## src/rtl/sysid_regs_v2.sv

```systemverilog
// rtl/sysid_regs_v2.sv - Avalon-MM system-ID register bank with scratch, control and uptime counter
module sysid_regs_v2 #(
  parameter logic [31:0] SYSTEM_ID       = 32'h524B_9A15,
  parameter logic [31:0] BUILD_TIMESTAMP = 32'h0,
  parameter int          UPTIME_W        = 64,
  parameter logic [31:0] SCRATCH_INIT    = 32'h0
) (
  input  logic        clock,
  input  logic        reset_n,
  input  logic [2:0]  address,
  input  logic        read,
  input  logic        write,
  input  logic [31:0] writedata,
  input  logic [3:0]  byteenable,
  output logic [31:0] readdata,
  output logic        readdatavalid
);

  localparam logic [2:0] ADDR_ID      = 3'd0;
  localparam logic [2:0] ADDR_TSTAMP  = 3'd1;
  localparam logic [2:0] ADDR_VERSION = 3'd2;
  localparam logic [2:0] ADDR_SCRATCH = 3'd3;
  localparam logic [2:0] ADDR_UP_LO   = 3'd4;
  localparam logic [2:0] ADDR_UP_HI   = 3'd5;
  localparam logic [2:0] ADDR_CTRL    = 3'd6;

  localparam logic [31:0] VERSION = {16'h0002, 16'(UPTIME_W)};

  logic [UPTIME_W-1:0] uptime;
  logic [31:0]         scratch;
  logic [31:0]         hi_shadow;
  logic                freeze;

  logic                wr_en;
  logic                ctrl_wr;
  logic                clear;
  logic [31:0]         uptime_hi_ext;
  logic [31:0]         rd_mux;

  // A read presented together with a write wins; the write is dropped.
  assign wr_en         = write & ~read;
  assign ctrl_wr       = wr_en && (address == ADDR_CTRL) && byteenable[0];
  assign clear         = ctrl_wr & writedata[0];
  assign uptime_hi_ext = 32'(uptime[UPTIME_W-1:32]);

  always_ff @(posedge clock or negedge reset_n) begin
    if (!reset_n) begin
      uptime <= '0;
    end else if (clear) begin
      uptime <= '0;
    end else if (!freeze) begin
      uptime <= uptime + {{(UPTIME_W-1){1'b0}}, 1'b1};
    end
  end

  always_ff @(posedge clock or negedge reset_n) begin
    if (!reset_n) begin
      freeze <= 1'b0;
    end else if (ctrl_wr) begin
      freeze <= writedata[1];
    end
  end

  always_ff @(posedge clock or negedge reset_n) begin
    if (!reset_n) begin
      scratch <= SCRATCH_INIT;
    end else if (wr_en && (address == ADDR_SCRATCH)) begin
      for (int i = 0; i < 4; i++) begin
        if (byteenable[i]) begin
          scratch[8*i +: 8] <= writedata[8*i +: 8];
        end
      end
    end
  end

  always_comb begin
    rd_mux = 32'h0;
    case (address)
      ADDR_ID:      rd_mux = SYSTEM_ID;
      ADDR_TSTAMP:  rd_mux = BUILD_TIMESTAMP;
      ADDR_VERSION: rd_mux = VERSION;
      ADDR_SCRATCH: rd_mux = scratch;
      ADDR_UP_LO:   rd_mux = uptime[31:0];
      ADDR_UP_HI:   rd_mux = hi_shadow;
      ADDR_CTRL:    rd_mux = {30'h0, freeze, 1'b0};
      default:      rd_mux = 32'h0;
    endcase
  end

  // hi_shadow samples the same pre-increment value as the LO read for a coherent pair.
  always_ff @(posedge clock or negedge reset_n) begin
    if (!reset_n) begin
      readdata      <= 32'h0;
      readdatavalid <= 1'b0;
      hi_shadow     <= 32'h0;
    end else begin
      readdatavalid <= read;
      if (read) begin
        readdata <= rd_mux;
        if (address == ADDR_UP_LO) begin
          hi_shadow <= uptime_hi_ext;
        end
      end
    end
  end

endmodule

```

## config.mk

```make
export PLATFORM = sky130hd
export DESIGN_NAME = sysid_regs_v2
export DESIGN_NICKNAME = d
export VERILOG_FILES = /design/src/rtl/sysid_regs_v2.sv
export SDC_FILE = /design/constraint.sdc
export NUM_CORES = 1
export LEC_CHECK = 0
export BUFFER_PORTS_ARGS = -buffer_cell sky130_fd_sc_hd__buf_2
export CAP_MARGIN = 30
export CORE_MARGIN = 4
export CORE_UTILIZATION = 54
export DETAILED_ROUTE_END_ITERATION = 6
export PLACE_DENSITY = 0.77
export SLEW_MARGIN = 10
export SYNTH_ARGS = -nofsm -noshare
export SYNTH_HDL_FRONTEND = slang
export SYNTH_SLANG_ARGS = --single-unit
```

## constraint.sdc

```tcl
create_clock -name clock -period 2.5 [get_ports clock]
set_input_delay 0.5 -clock clock [delete_from_list [all_inputs] [get_ports clock]]
set_output_delay 0.5 -clock clock [all_outputs]
set_load 0.1 [all_outputs]
```

# [Word level (Yosys, flattened, before mapping)]
# Cells that the tools add are included.
# Widths: inputs -> output; s select.
[totals] word_cells=31 regBits=162 output_inout_bits=33
[classes] bitwise_logic=3 n_addsub=1 n_eq_ne=6 mux=3 n_reduce_logical=9
[op_table] operator="$pmux 32 s6" n=1
[op_table] operator="$mux 64" n=2
[op_table] operator="$add 64x1->64 const B" n=1
[op_table] operator="$reduce_and 2->1" n=5
[op_table] operator="$eq 3x3->1 const B" n=3
[op_table] operator="$eq 3x2->1 const B" n=2
[op_table] operator="$logic_and 1x1->1" n=3
[op_table] operator="$logic_not 3->1" n=1
[op_table] operator="$and 1x1->1" n=2
[op_table] operator="$ne 2x1->1 const B" n=1
[op_table] operator="$not 1->1" n=1

# [Longest topological paths before layout]
[logic_depth] depth_word=6 depth_mapped=8 mapped_depth_nobuf=6

# [Least setup slack after synthesis]
# No wires, ideal clock.
[synth_timing] path_kind="register -> register" from="register uptime[19]" to="register uptime[56]" stages_incl_launch_ff=9 slack_ps=-53 arrival_ps=2475 setup_time_ps=78 path_buffers=3 t_required_ps=2422 path_cell_list="dfrtp_1 clkbuf_1 nand4_1 or4_1 buf_2 or4_1 buf_2 or4_1 a21oi_1"
[synth_via] elab_chain_cells=3
[synth_lines] item="start: declaration" line="29" rtl="logic [UPTIME_W-1:0] uptime;"
[synth_lines] item="start signal: assignment" line="52" rtl="uptime <= uptime + {{(UPTIME_W-1){1'b0}}, 1'b1};"
[synth_lines] item="$add 64x1->64" line="52"
[synth_lines] item="$mux 64" line="51" rtl="end else if (!freeze) begin"
[synth_lines] item="$mux 64" line="49" rtl="end else if (clear) begin"
# No other way between the ends. The select of a mux whose other input is x is not followed.
# A chain may end at the register's enable or synchronous reset.

# [Worst setup path in the final report]
[layout_timing] from="register uptime[14]" to="register uptime[56]"
# The elaborated chain is that of the path after synthesis.

==> results_dict.tcl <==
set metrics [dict create \
    status "finished clean" \
    start_util_pct 56.2 \
    viasPerCell 6.40 \
    synth_edf_count 0 \
    std_cell_rows 43 \
    crit_arrival_ps 2790 \
    post-route-drc-count 0 \
    yosysTopAreaCellShare_pct 51.2 \
    finalHoldViolCount 0 \
    cts_buffers 17 \
    worstSetupStartpointType "flop" \
    drt_first_pass_iters 6 \
    grt_use_total_pct 26.9 \
    reg2regPathDepth 5 \
    max-vdd-ir-drop_mv 0.528 \
    syn-num-nets 814 \
    power_w 0.00778 \
    fmax_ghz 0.411 \
    period_needed_ps 2430 \
    grt_overflow 0 \
    period_share_pct 97.4 \
    drt_iter0_drc 837 \
    p_per_area_nw_per_um2 827 \
    ys_ff_latch 162 \
    multiInputGateArea_um2 3550 \
    ios 76 \
    synth_top_cell_by_area "dfrtp_1" \
    synthTopCellsByArea "dfrtp_1, mux2_2, nor2_1" \
    leakage_nw 4.04 \
    finalNetCount 923 \
    r2r_end "uptime[56]" \
    drive_above_1_share_pct 27.5 \
    yosysSeqAreaShare_pct 51.2 \
    coreArea_um2 14100 \
    worst_pin_slew_ps 592 \
    p_int_w 0.00523 \
    num_antenna_cells 0 \
    reg2reg_from "uptime[14]" \
    hpwl_mm 15.9 \
    fp.dieW_um 129 \
    clk_path_buf_depth 2 \
    dieArea_um2 16700 \
    worst-r2r-setup-slack_ps 70 \
    holdBufCountCts 0 \
    insertion_delay_ps 430 \
    ys.flop_type "dfrtp_1" \
    n_fill_cell 1019 \
    ys_types 45 \
    fp.dieH_um 129 \
    io_buffers 75 \
    syn_inst 770 \
    crit_fanout 7 \
    dr_total_vias 6851 \
    grt_pass1_vias 6648 \
    dp_cells 1037 \
    endpoint "uptime[56]" \
    pwr-share-seq_pct 46.1 \
    ant_nets 0 \
    cts.sinks 162 \
    syn2layout_area_growth_pct 18.7 \
    rsz0062_at_grt "false" \
    wl_per_cell_um 20.7 \
    crit_start "uptime[14]" \
    avgSynthCellArea_um2 10.3 \
    yosysMostFrequentCell "dfrtp_1" \
    synth_area_um2 7920 \
    slew_headroom_pct 60.2 \
    clockRootBuffer "clkbuf_16" \
    gp_congestion 1.06 \
    layoutNonFillerInstCount 1071 \
    p_comb_share_pct 21.8 \
    async_flop_share_pct 100 \
    htreeDepth 4 \
    criticalPathCategory "flop to flop" \
    skew_ps 7.66 \
    power.switching_w 0.00255 \
    clockPowerShare_pct 32.2 \
    worstHoldPathType "primary input to asynchronous set/reset pin" \
    worstSetupEndpointType "flop" \
    synth_common_cells "dfrtp_1, nor2_1, mux2_2" \
    yosysWarnings 0 \
    cp.required_ps 2850 \
    cts.clk_slew.worst_paths_ps 60 \
    netSwitchingFraction_pct 32.8 \
    wirelength_mm 22.2 \
    tritoncts "built" \
    seqCellArea_um2 4060 \
    setup_viol 0 \
    max_cap_violations 0 \
    maxSlewViolCount 0 \
    grt_pass1_wl_mm 35.1 \
    grt_max_degree 59 \
    final_area_um2 9410 \
    place_area_um2 8810 \
    antenna_found_initial 0 \
]
[cell type report]
class	instances	area share, %
Clock buffer	21	4.79
Clock inverter	10	1.18
Multi-Input combinational cell	523	37.8
Tap cell	180	2.39
Timing Repair Buffer	134	9.03
Inverter	41	1.72
Sequential cell	162	43.1
[power groups by stage]
stage,combinational [W],clock [W],sequential (W)
CTS,0.00168,0.00253,0.00356
detailed placement,0.00167,0,0.00360
finish,0.00169,0.00250,0.00358
floorplan,0.000830,0,0.00385
global placement,0.00161,0,0.00356
global route,0.00182,0.00265,0.00363
[metrics by stage]
| step | utilization, % | setup TNS, ps | worst slack, ps | hold WS (ps) |
|---|---|---|---|---|
| 3_3_place_gp | 62.5 | 0 | 145 | 487 |
| 3_5_place_dp | 62.5 | 0 | 125 | 492 |
| 4_1_cts | 66.5 | 0 | 26.9 | 40.2 |
| 6_report | 66.7 | 0 | 66.2 | 29.8 |
| 2_1_floorplan | - | -9.22 | -9.22 | 204 |
| 5_1_grt | 66.7 | 0 | 7.71 | 49.9 |
[flip-flops by register name, summed over array words and instances (netlist names)]
register,count
readdatavalid,1
freeze,1
uptime,64
readdata,32
hi_shadow,32
scratch,32
[logic make-up after synthesis]
logic type	count (synthesis)	synth area share [%]
AOI/OAI and AO/OA	140	11.0
buffers and inverters	85	4.26
xor gates and xnor gates	40	4.42
DFF	162	51.2
muxes	84	11.6
and+or+nand+nor	258	17.3
adders and majority gates	1	0.158
[layout by cell type, fill, tap and decap left out, types with 3 or more instances in the layout]
cell type   synthesis  routed
o22ai_1            31      31
a31o_2              3       3
and3_1              7       7
nand3_1            28      28
nand4_1            32      32
or2_2               4       4
o21ai_0            16      15
mux2_2             65      65
nor2b_1             5       5
xnor2_1            19      19
buf_4               0      57
nor2_1             69      69
dfrtp_1           162     161
mux2i_1            19      19
o31ai_1             3       3
clkbuf_1           37       3
a22oi_1            15      15
nand4b_1            4       4
clkinvlp_4          0       3
clkinv_2            0       4
nor4_1             24      23
o22a_1             13      13
a21oi_1            50      50
nor3_1             15      15
or3_1              17      17
inv_1              39      39
clkbuf_16           0      17
or4_1               9       7
and4_1              5       5
nand2_1            28      28
xor2_1             21      21
o21a_1              5       5
buf_2               3      74
[repair_timing]
action,4_1_cts,5_1_grt
buffers inserted,0,2
resized for setup,0,2
setup endpoints to repair,0,4
[worst max-delay path: stages (launching register included)]
cell	delay, ps
dfrtp_1	440
nand4_1	230
or2_2	440
or4_4	610
or4_1	490
a21oi_1	150
[worst min-delay path by stage]
stage | start | end | depth (start not counted)
CTS | reset_n | uptime[36] | 1
finish | reset_n | uptime[38] | 1
detailed placement | reset_n | uptime[38] | 1
global route | reset_n | uptime[41] | 1
floorplan | reset_n | freeze | 0
global placement | reset_n | uptime[35] | 1
[metal layers]
metal | GRT usage (%) | vias to the layer above | wire [um]
li1 | - | 3020 | -
met1 | 36.7 | 3373 | 9020
met2 | 43.0 | 399 | 10400
met3 | 5.81 | 59 | 2260
met4 | 9.33 | 0 | 534
met5 | 0 | - | 0
Power figures use the tool's default switching activity.
